`src/rtl/demux_pkg.sv`:
```
// Shared constants and helpers for the registered demultiplexer.
// Optional feature macro: DEMUX_HOLD_LANES_EN (see demux_core / demux_reg).
package demux_pkg;

  localparam int DEMUX_N_DEF = 2;
  localparam int DEMUX_S_DEF = 1;

  // Widest lane count the one-hot helper can produce; callers narrow the result.
  localparam int DEMUX_MAX_S = 6;
  localparam int DEMUX_MAX_L = 1 << DEMUX_MAX_S;

  function automatic int unsigned lanes(input int unsigned s);
    return 32'd1 << s;
  endfunction

  // One-hot of sel over 2**s lanes; zero if sel is outside that range.
  function automatic logic [DEMUX_MAX_L-1:0] onehot(input int unsigned sel,
                                                    input int unsigned s);
    if (sel >= lanes(s)) return '0;
    return DEMUX_MAX_L'(1) << sel;
  endfunction

endpackage

```
`src/rtl/demux_core.sv`:
```
// Combinational next-state for the demux: lane contents and one-hot valid.
// With DEMUX_HOLD_LANES_EN, unselected lanes keep prev_* instead of zero.
module demux_core
  import demux_pkg::*;
#(
  parameter int N = DEMUX_N_DEF,
  parameter int S = DEMUX_S_DEF
) (
  input  logic [N-1:0]                  a_i,
  input  logic [S-1:0]                  select_i,
`ifdef DEMUX_HOLD_LANES_EN
  input  logic [lanes(S)-1:0][N-1:0]    prev_result_i,
  input  logic [lanes(S)-1:0]           prev_valid_i,
`endif
  output logic [lanes(S)-1:0][N-1:0]    result_o,
  output logic [lanes(S)-1:0]           valid_o
);

  localparam int L = lanes(S);

  logic [L-1:0] oh;
  assign oh = L'(onehot(32'(select_i), S));

  // Per-lane steering: selected lane takes a_i, others zero or hold.
  for (genvar k = 0; k < L; k++) begin : g_lane
`ifdef DEMUX_HOLD_LANES_EN
    assign result_o[k] = oh[k] ? a_i : prev_result_i[k];
    assign valid_o[k]  = oh[k] | prev_valid_i[k];
`else
    assign result_o[k] = oh[k] ? a_i : '0;
    assign valid_o[k]  = oh[k];
`endif
  end

endmodule

```
`src/rtl/demux_reg.sv`:
```
// Registered 1-to-2**S demultiplexer: one cycle latency, sync active-high
// reset (priority over en), en=0 holds all outputs.
// Optional macro DEMUX_HOLD_LANES_EN: unselected lanes and valid bits are
// retained rather than cleared on an enabled edge.
module demux_reg
  import demux_pkg::*;
#(
  parameter int N = DEMUX_N_DEF,
  parameter int S = DEMUX_S_DEF
) (
  input  logic                          clk,
  input  logic                          rst,
  input  logic                          en,
  input  logic [N-1:0]                  a,
  input  logic [S-1:0]                  select,
  output logic [lanes(S)-1:0][N-1:0]    result,
  output logic [lanes(S)-1:0]           lane_valid
);

  localparam int L = lanes(S);

  if (S < 1 || S > DEMUX_MAX_S) begin : g_bad_s
    $error("demux_reg: S out of supported range");
  end
  if (N < 1) begin : g_bad_n
    $error("demux_reg: N must be at least 1");
  end

  logic [L-1:0][N-1:0] result_q, result_d;
  logic [L-1:0]        lane_valid_q, lane_valid_d;

  demux_core #(.N(N), .S(S)) u_core (
    .a_i           (a),
    .select_i      (select),
`ifdef DEMUX_HOLD_LANES_EN
    .prev_result_i (result_q),
    .prev_valid_i  (lane_valid_q),
`endif
    .result_o      (result_d),
    .valid_o       (lane_valid_d)
  );

  // Output registers: reset clears, enable loads, otherwise hold.
  always_ff @(posedge clk) begin
    if (rst) begin
      result_q     <= '0;
      lane_valid_q <= '0;
    end else if (en) begin
      result_q     <= result_d;
      lane_valid_q <= lane_valid_d;
    end
  end

  assign result     = result_q;
  assign lane_valid = lane_valid_q;

endmodule

```
`config.mk`:
```
export PLATFORM = sky130hd
export DESIGN_NAME = demux_reg
export DESIGN_NICKNAME = d
export VERILOG_FILES = /design/src/rtl/demux_pkg.sv /design/src/rtl/demux_core.sv /design/src/rtl/demux_reg.sv
export SDC_FILE = /design/constraint.sdc
export NUM_CORES = 1
export LEC_CHECK = 0
export CORE_AREA = 4 4 41 43
export DETAILED_ROUTE_END_ITERATION = 10
export DIE_AREA = 0 0 45 47
export DONT_BUFFER_PORTS = 1
export PLACE_DENSITY = 0.4
export REMOVE_ABC_BUFFERS = 1
export SLEW_MARGIN = 20
export SYNTH_ARGS = -nofsm -noshare
export SYNTH_HDL_FRONTEND = slang
export SYNTH_SLANG_ARGS = --single-unit
```
`constraint.sdc`:
```
create_clock -name clk -period 1.2 [get_ports clk]
set_input_delay 0.24 -clock clk [delete_from_list [all_inputs] [get_ports clk]]
set_output_delay 0.24 -clock clk [all_outputs]
set_load 0.005 [all_outputs]
```
# Word-level counts from Yosys, hierarchy flattened
# Index checks and enable logic that the tools add are counted.
[word_totals]
inputBits = 6
register_bits = 6
wordCells = 6
[classes]
shifts = 1
mux = 2
[op_table]
columns = ["cell", "n"]
rows = [
  ["2-bit 2-to-1 mux", 2],
  ["1-bit by 1-bit left shift with 2-bit output, first input constant", 1],
]

# Logic depth before layout (Yosys ltp)
[logic_depth]
depth_word = 2
ltp_mapped = 3
mapped_depth_nobuf = 2

# Modules after synthesis
# Synthesis repeated with hierarchy kept, for this count alone.
[hier_totals]
cells_unflattened = 25
area_unflattened_um2 = 250.2
[modules_own_cells]
columns = ["mod", "n_inst", "cells_each", "area_each_um2"]
rows = [
  ["demux_reg", 1, 19, 214.0],
  ["demux_core", 1, 6, 36.3],
]

# Worst setup path before layout
# Ideal clock, no wire load.
[synth_timing]
path_type = "in2reg"
start = "input en"
end = "register lane_valid_q[1] (netlist: lane_valid[1])"
slack_ps = 540
cell_stages = 3
arrival_ps = 546
setup_ps = 114
cell_sequence = "buf_6 -> mux2i_1 -> nor2_1"
[synth_rtl]
columns = ["element", "line", "rtl"]
rows = [
  ["start, declared", "demux_reg.sv:13", "input logic en,"],
  ["end signal, assigned", "demux_reg.sv:50", "lane_valid_q <= lane_valid_d;"],
  ["end, declared", "demux_reg.sv:30", "logic [L-1:0] lane_valid_q, lane_valid_d;"],
]

# Worst setup path after layout
[layout_timing]
start = "register result_q, in the netlist result[3]"
end = "output result[3] in the netlist's numbering"
[layout_rtl]
columns = ["element", "line", "rtl"]
rows = [
  ["start, declared", "demux_reg.sv:29", "logic [L-1:0][N-1:0] result_q, result_d;"],
  ["start signal, assigned", "demux_reg.sv:49", "result_q <= result_d;"],
  ["end, declared", "demux_reg.sv:16", "output logic [lanes(S)-1:0][N-1:0] result,"],
]
# No word-level cell between the ends.

==> run metrics <==
placed cells=37; gate count after technology mapping=23; length of the first detailed-routing pass in iterations=1; Worst-Skew Late Latency=between 0.2 and 0.25 ns; number of enable flip-flop cells after synthesis=0; fraction of synthesis flops using an asynchronous set or reset pin=0; CORE AREA=0.00130 mm^2; final net count=33; global route total overflow=0; Data arrival, critical path=about 0.6 ns; setup slack of the most critical reg-to-reg path=about 0.58 ns; master cell of the clock root buffer=clkbuf_4; maximum buffer depth of the clock tree=2; vias after detailed routing=approximately 170; final non-filler cell total=40; final worst clock skew=0 ns; Achievable Freq=about 1200 MHz; pin slew with the least headroom to its limit=approximately 0.16 ns; number of antenna violations at the first check in global routing=0; maximum number of pins on one net before global-route repair=12; clock tree from TritonCTS=yes; Cell Rows=13; destination of the worst register-to-register timing path=lane_valid[0]; Syn Area/Cell=about 10 um^2; Total Die Area=about 0.0021 mm^2; hold-critical path depth=1; unrepaired setup endpoints after global routing=no; worst hold slack=0.0566 ns; clk sink count=6; via count of the first global-routing pass=about 180; Max IR drop VDD=roughly 0.33 mV; Crit path required time=roughly 0.96 ns; FF+latch count, synth=6; total track usage=0.0585; Antenna Nets Post-Route=0; min-delay src=rst; synthesis-to-finish area growth=13.3%; WL per Instance=between 10 and 15 um; final weighted congestion in routability-driven placement=roughly 0.63; crit path launch type=flop; Horiz. Die Dim=about 45 um; Maximum Capacitance Violations=0; destination of the worst hold path=result[2]; kind of critical path=flop to output pin; share of synthesized area occupied by flip-flops and latches=0.530; leading cell types by total area after synthesis=dfxtp_1 (53%), nand2b_1 (11%), a21oi_1 (8.8%); DR vias/cell=4.33; starting density of the core=0.174; final count of negative-setup-slack endpoints=0; share of the synthesized area in the top cell type=0.530; Distinct cells, synth=9; drt drc=0; wire length of the first global-routing pass=800 um; endpoint kind of the worst setup timing path=output pin; run status=complete, no violations; worst hold path class=input pin to flop; Power Dens Cells=1630 mW/mm^2; H-Tree Depth=1; most common flop cell mapped by yosys=dfxtp_1; cell leakage power=roughly 0.09 nW; final-report max-slew violation count=0; Slew Limit Headroom=0.892; post-layout min period=0.845 ns; die outline height=roughly 47 um; Register-to-Register Path Depth=2; Inserted Diodes=0; I/O pins=12; cell taking the most area after synthesis=dfxtp_1; start of the worst register-to-register path=lane_valid[0]; Port Buf Inserts=0; CTS resizes=0; number of buffers added for setup after CTS=0; final hold violation count=0; total power of the final layout=between 0.4 and 0.5 mW; total wire length=just under 500 um; Critical Path Source=result[3]; Worst-path clk slew=~0.05 ns; count of hold-fix buffers inserted at cts=0; share of post-route cells with drive strength above 1=0.120; total negative slack=0 ns; DRT iter0 DRCs=0; most repeated cell in the gate-level netlist after synthesis=dfxtp_1; number of warning messages in the yosys log=0; share of the clock period used by the worst path=0.704; critical path fanouts, max=2; top cells by count, synth=dfxtp_1 (6), a21oi_1 (4), nand2b_1 (4); cell area after synthesis=between 200 and 250 um^2; number of clock buffers inserted by TritonCTS=3
## placed cells by master (no fill, tap or decap)
cell,Yosys,layout
dfxtp_1,6,6
nand2b_1,4,4
a21oi_1,4,4
clkbuf_4,0,3
nand3b_1,2,2
nand3_1,2,2
nor2_1,2,2
mux2i_1,1,1
a211oi_1,1,1
## kinds of logic after synthesis
| kind of cell | Yosys count | share of synthesized area |
|---|---|---|
| AOI/OAI and AO/OA | 5 | 0.122 |
| muxes | 1 | 0.0442 |
| DFF | 6 | 0.530 |
| buffers and inverters | 1 | 0.0497 |
| and+or+nand+nor | 10 | 0.254 |
## sequential cells by signal (all words and copies together) (netlist names)
signal      flops
result          4
lane_valid      2
## layer usage
metal,vias to the layer above,global-route usage,part of all wire
met2,9,0.0734,0.40
met5,-,0,0
met1,79,0.0525,0.41
met4,0,0.0702,0
li1,85,-,-
met3,0,0.0498,0.18
## layout make-up
class / instances / area (um^2)
clock buffer: 3 / 22.5
tap: 15 / 18.8
sequential: 6 / 120
multi-input combinational: 16 / 95.1
fill: 159 / 1040
## report_power, final
part	leakage, nW	switching, mW	total, mW	internal (mW)
Combinational	0.0259	0.00464	0.0151	0.0104
Sequential	0.0492	0.00712	0.217	0.209
Clock	0.0138	0.0743	0.188	0.113
## how the worst max path moves through the flow
stage,end,slack [ns],cells after the start
after floorplan,lane_valid[0],0.62,2
after global placement,lane_valid[0],0.57,2
after detailed placement,lane_valid[0],0.57,2
after CTS,result[3],0.34,0
after global routing,result[2],0.33,0
final,result[3],0.36,0
## through the flow
step / util / area, um^2 / worst slack, ns
global route: 0.197 / 256 / 0.329
detailed placement: 0.180 / 234 / 0.568
global placement: 0.180 / 234 / 0.570
floorplan: - / 215 / 0.616
finish: 0.197 / 256 / 0.355
CTS: 0.197 / 256 / 0.340
No activity file was read; power rests on OpenSTA's default activity.
==> variant: new RTL, same flow settings <==
Set the package constant `DEMUX_N_DEF` to 1 (it was 2).
--- a/src/rtl/demux_pkg.sv
+++ b/src/rtl/demux_pkg.sv
@@ -2,7 +2,7 @@
 // Optional feature macro: DEMUX_HOLD_LANES_EN (see demux_core / demux_reg).
 package demux_pkg;
 
-  localparam int DEMUX_N_DEF = 2;
+  localparam int DEMUX_N_DEF = 1;
   localparam int DEMUX_S_DEF = 1;
 
   // Widest lane count the one-hot helper can produce; callers narrow the result.
Interface: changed (resized a and result); port bits go from 12 to 9. No check against the original RTL was run, so the function may have changed too.
==> variant against the unedited design <==
  * Power is 23% lower
  * First-iteration DRC count stayed put
  * Routed wire length is 31% lower
  * Clock skew stayed put
  * Critical path type unchanged
  * Worst setup slack better by 0.018 ns
  * Area after synthesis is 38% lower
  * Sequential cell count is 2 lower
  * Maximum frequency is 2.1% higher
  * Die area stayed put
  * Combinational power is 32% lower
  * Cell area is 29% lower
==> variant: results (changes against the unedited design) <==
Fmax - 1.21 GHz (was 1.18 GHz)
Initial antenna violation count - 0 (unchanged)
Synth cell types - 8 (was 9)
Synth top area cells - dfxtp_1 (57%), nand2b_1 (8.9%), a21oi_1 (7.1%), mux2i_1 (7.1%), a211oi_1 (5.4%) (was dfxtp_1 (53%), nand2b_1 (11%), a21oi_1 (8.8%), nand3b_1 (6.6%), buf_6 (5.0%))
Met3 WL - 127 microns (was 88 microns)
Status - finished clean (unchanged)
Skew-Pair Late Insertion Delay - 0.23 ns
GRT Overall Usage - 0.0481 (was 0.0585)
Met2 routed WL - 104 microns (was 200 microns)
Drt first pass iters - 1 (unchanged)
Wl on met1 - 92 microns (was 205 microns)
Placed instance count - 29 (was 37)
DR top layer - met4 (was met3)
Slew headroom - 0.888 (was 0.892)
WHS - 0.0679 ns (was 0.0566 ns)
Drt total wl - 339 microns (was 494 microns)
Largest net degree at the start of global routing - 8 (was 12)
GPL Wtd Cong - 0.680 (was 0.625)
Filler cells - 160 (was 159)
Post-CTS Resized - 0 (unchanged)
Post-CTS setup buffer count - 0 (unchanged)
Global-route wire length before repair - 552 microns (was 800 microns)
DR vias - 117 (was 173)
Synth Warn # - 0 (unchanged)
H-tree lvl count - 1 (unchanged)
Worst Skew - 0 ns (unchanged)
Seq/Total Area, Yosys - 0.571 (was 0.530)
Vias in the first global route - 132 (was 179)
LEAKAGE - 0.0000647 uW (was 0.0000890 uW)
Maximum vdd drop - 0.222 mV (was 0.334 mV)
Nets - 24 (was 33)
Hold Path Class - input pin to register (unchanged)
Layout cells sized above 1 - 0.176 (was 0.120)
Fin cells - 32 (was 40)
Avg Cell Area, Syn - 10.0 sq um (was 9.85 sq um)
Top cell types by occurrence after synthesis - dfxtp_1 (4), a21oi_1 (2), nand2b_1 (2), nor2_1 (2) (was dfxtp_1 (6), a21oi_1 (4), nand2b_1 (4))
variant: cell count changes after synthesis, sizes merged:
cell,unedited run,this run
buf,1,0
a21oi,4,2
nand3b,2,1
dfxtp,6,4
nand3,2,1
nand2b,4,2
variant: through the flow:
| step | setup slack (ns) | power, uW | utilization | area [sq um] |
|---|---|---|---|---|
| after floorplan | 0.623 | 156 | - | 140 |
| after global placement | 0.588 | 158 | 0.122 | 159 |
| after detailed placement | 0.562 | 159 | 0.122 | 159 |
| after CTS | 0.361 | 333 | 0.139 | 181 |
| after global routing | 0.349 | 344 | 0.139 | 181 |
| final | 0.373 | 324 | 0.139 | 181 |
variant: worst paths after layout:
path	from	to
worst max-delay path	lane_valid[1]	lane_valid[1]
worst min-delay path	rst	result[1]
worst max register to register	lane_valid[0]	lane_valid[0]
worst min register to register	result[1]	result[1]
variant: final cells by class:
type / instances / area, sq um / share of cell area
clock buffer: 3 / 22.5 / 0.124
multi-input combinational: 10 / 60.1 / 0.331
sequential: 4 / 80.1 / 0.441
tap: 15 / 18.8 / 0.103
variant: cells by family after synthesis:
group           count (synthesis)  share of synthesized area
simple gates                    6                      0.232
flops                           4                      0.571
compound gates                  3                      0.125
mux                             1                     0.0714
variant: worst reg2reg max path, stage by stage, from the launching register on:
cell and delay, ns:
dfxtp_1 0.35, nor2_1 0.05, a211oi_1 0.15
variant: metal layers:
metal  track usage  vias up
met3        0.0766        2
met1        0.0295       49
met5             0        -
met4        0.0702        0
met2        0.0452       11
li1              -       55
variant: power by group:
group	internal, uW	switching, uW
clock	112	55.4
sequential	141	5.34
combinational	7.00	3.33
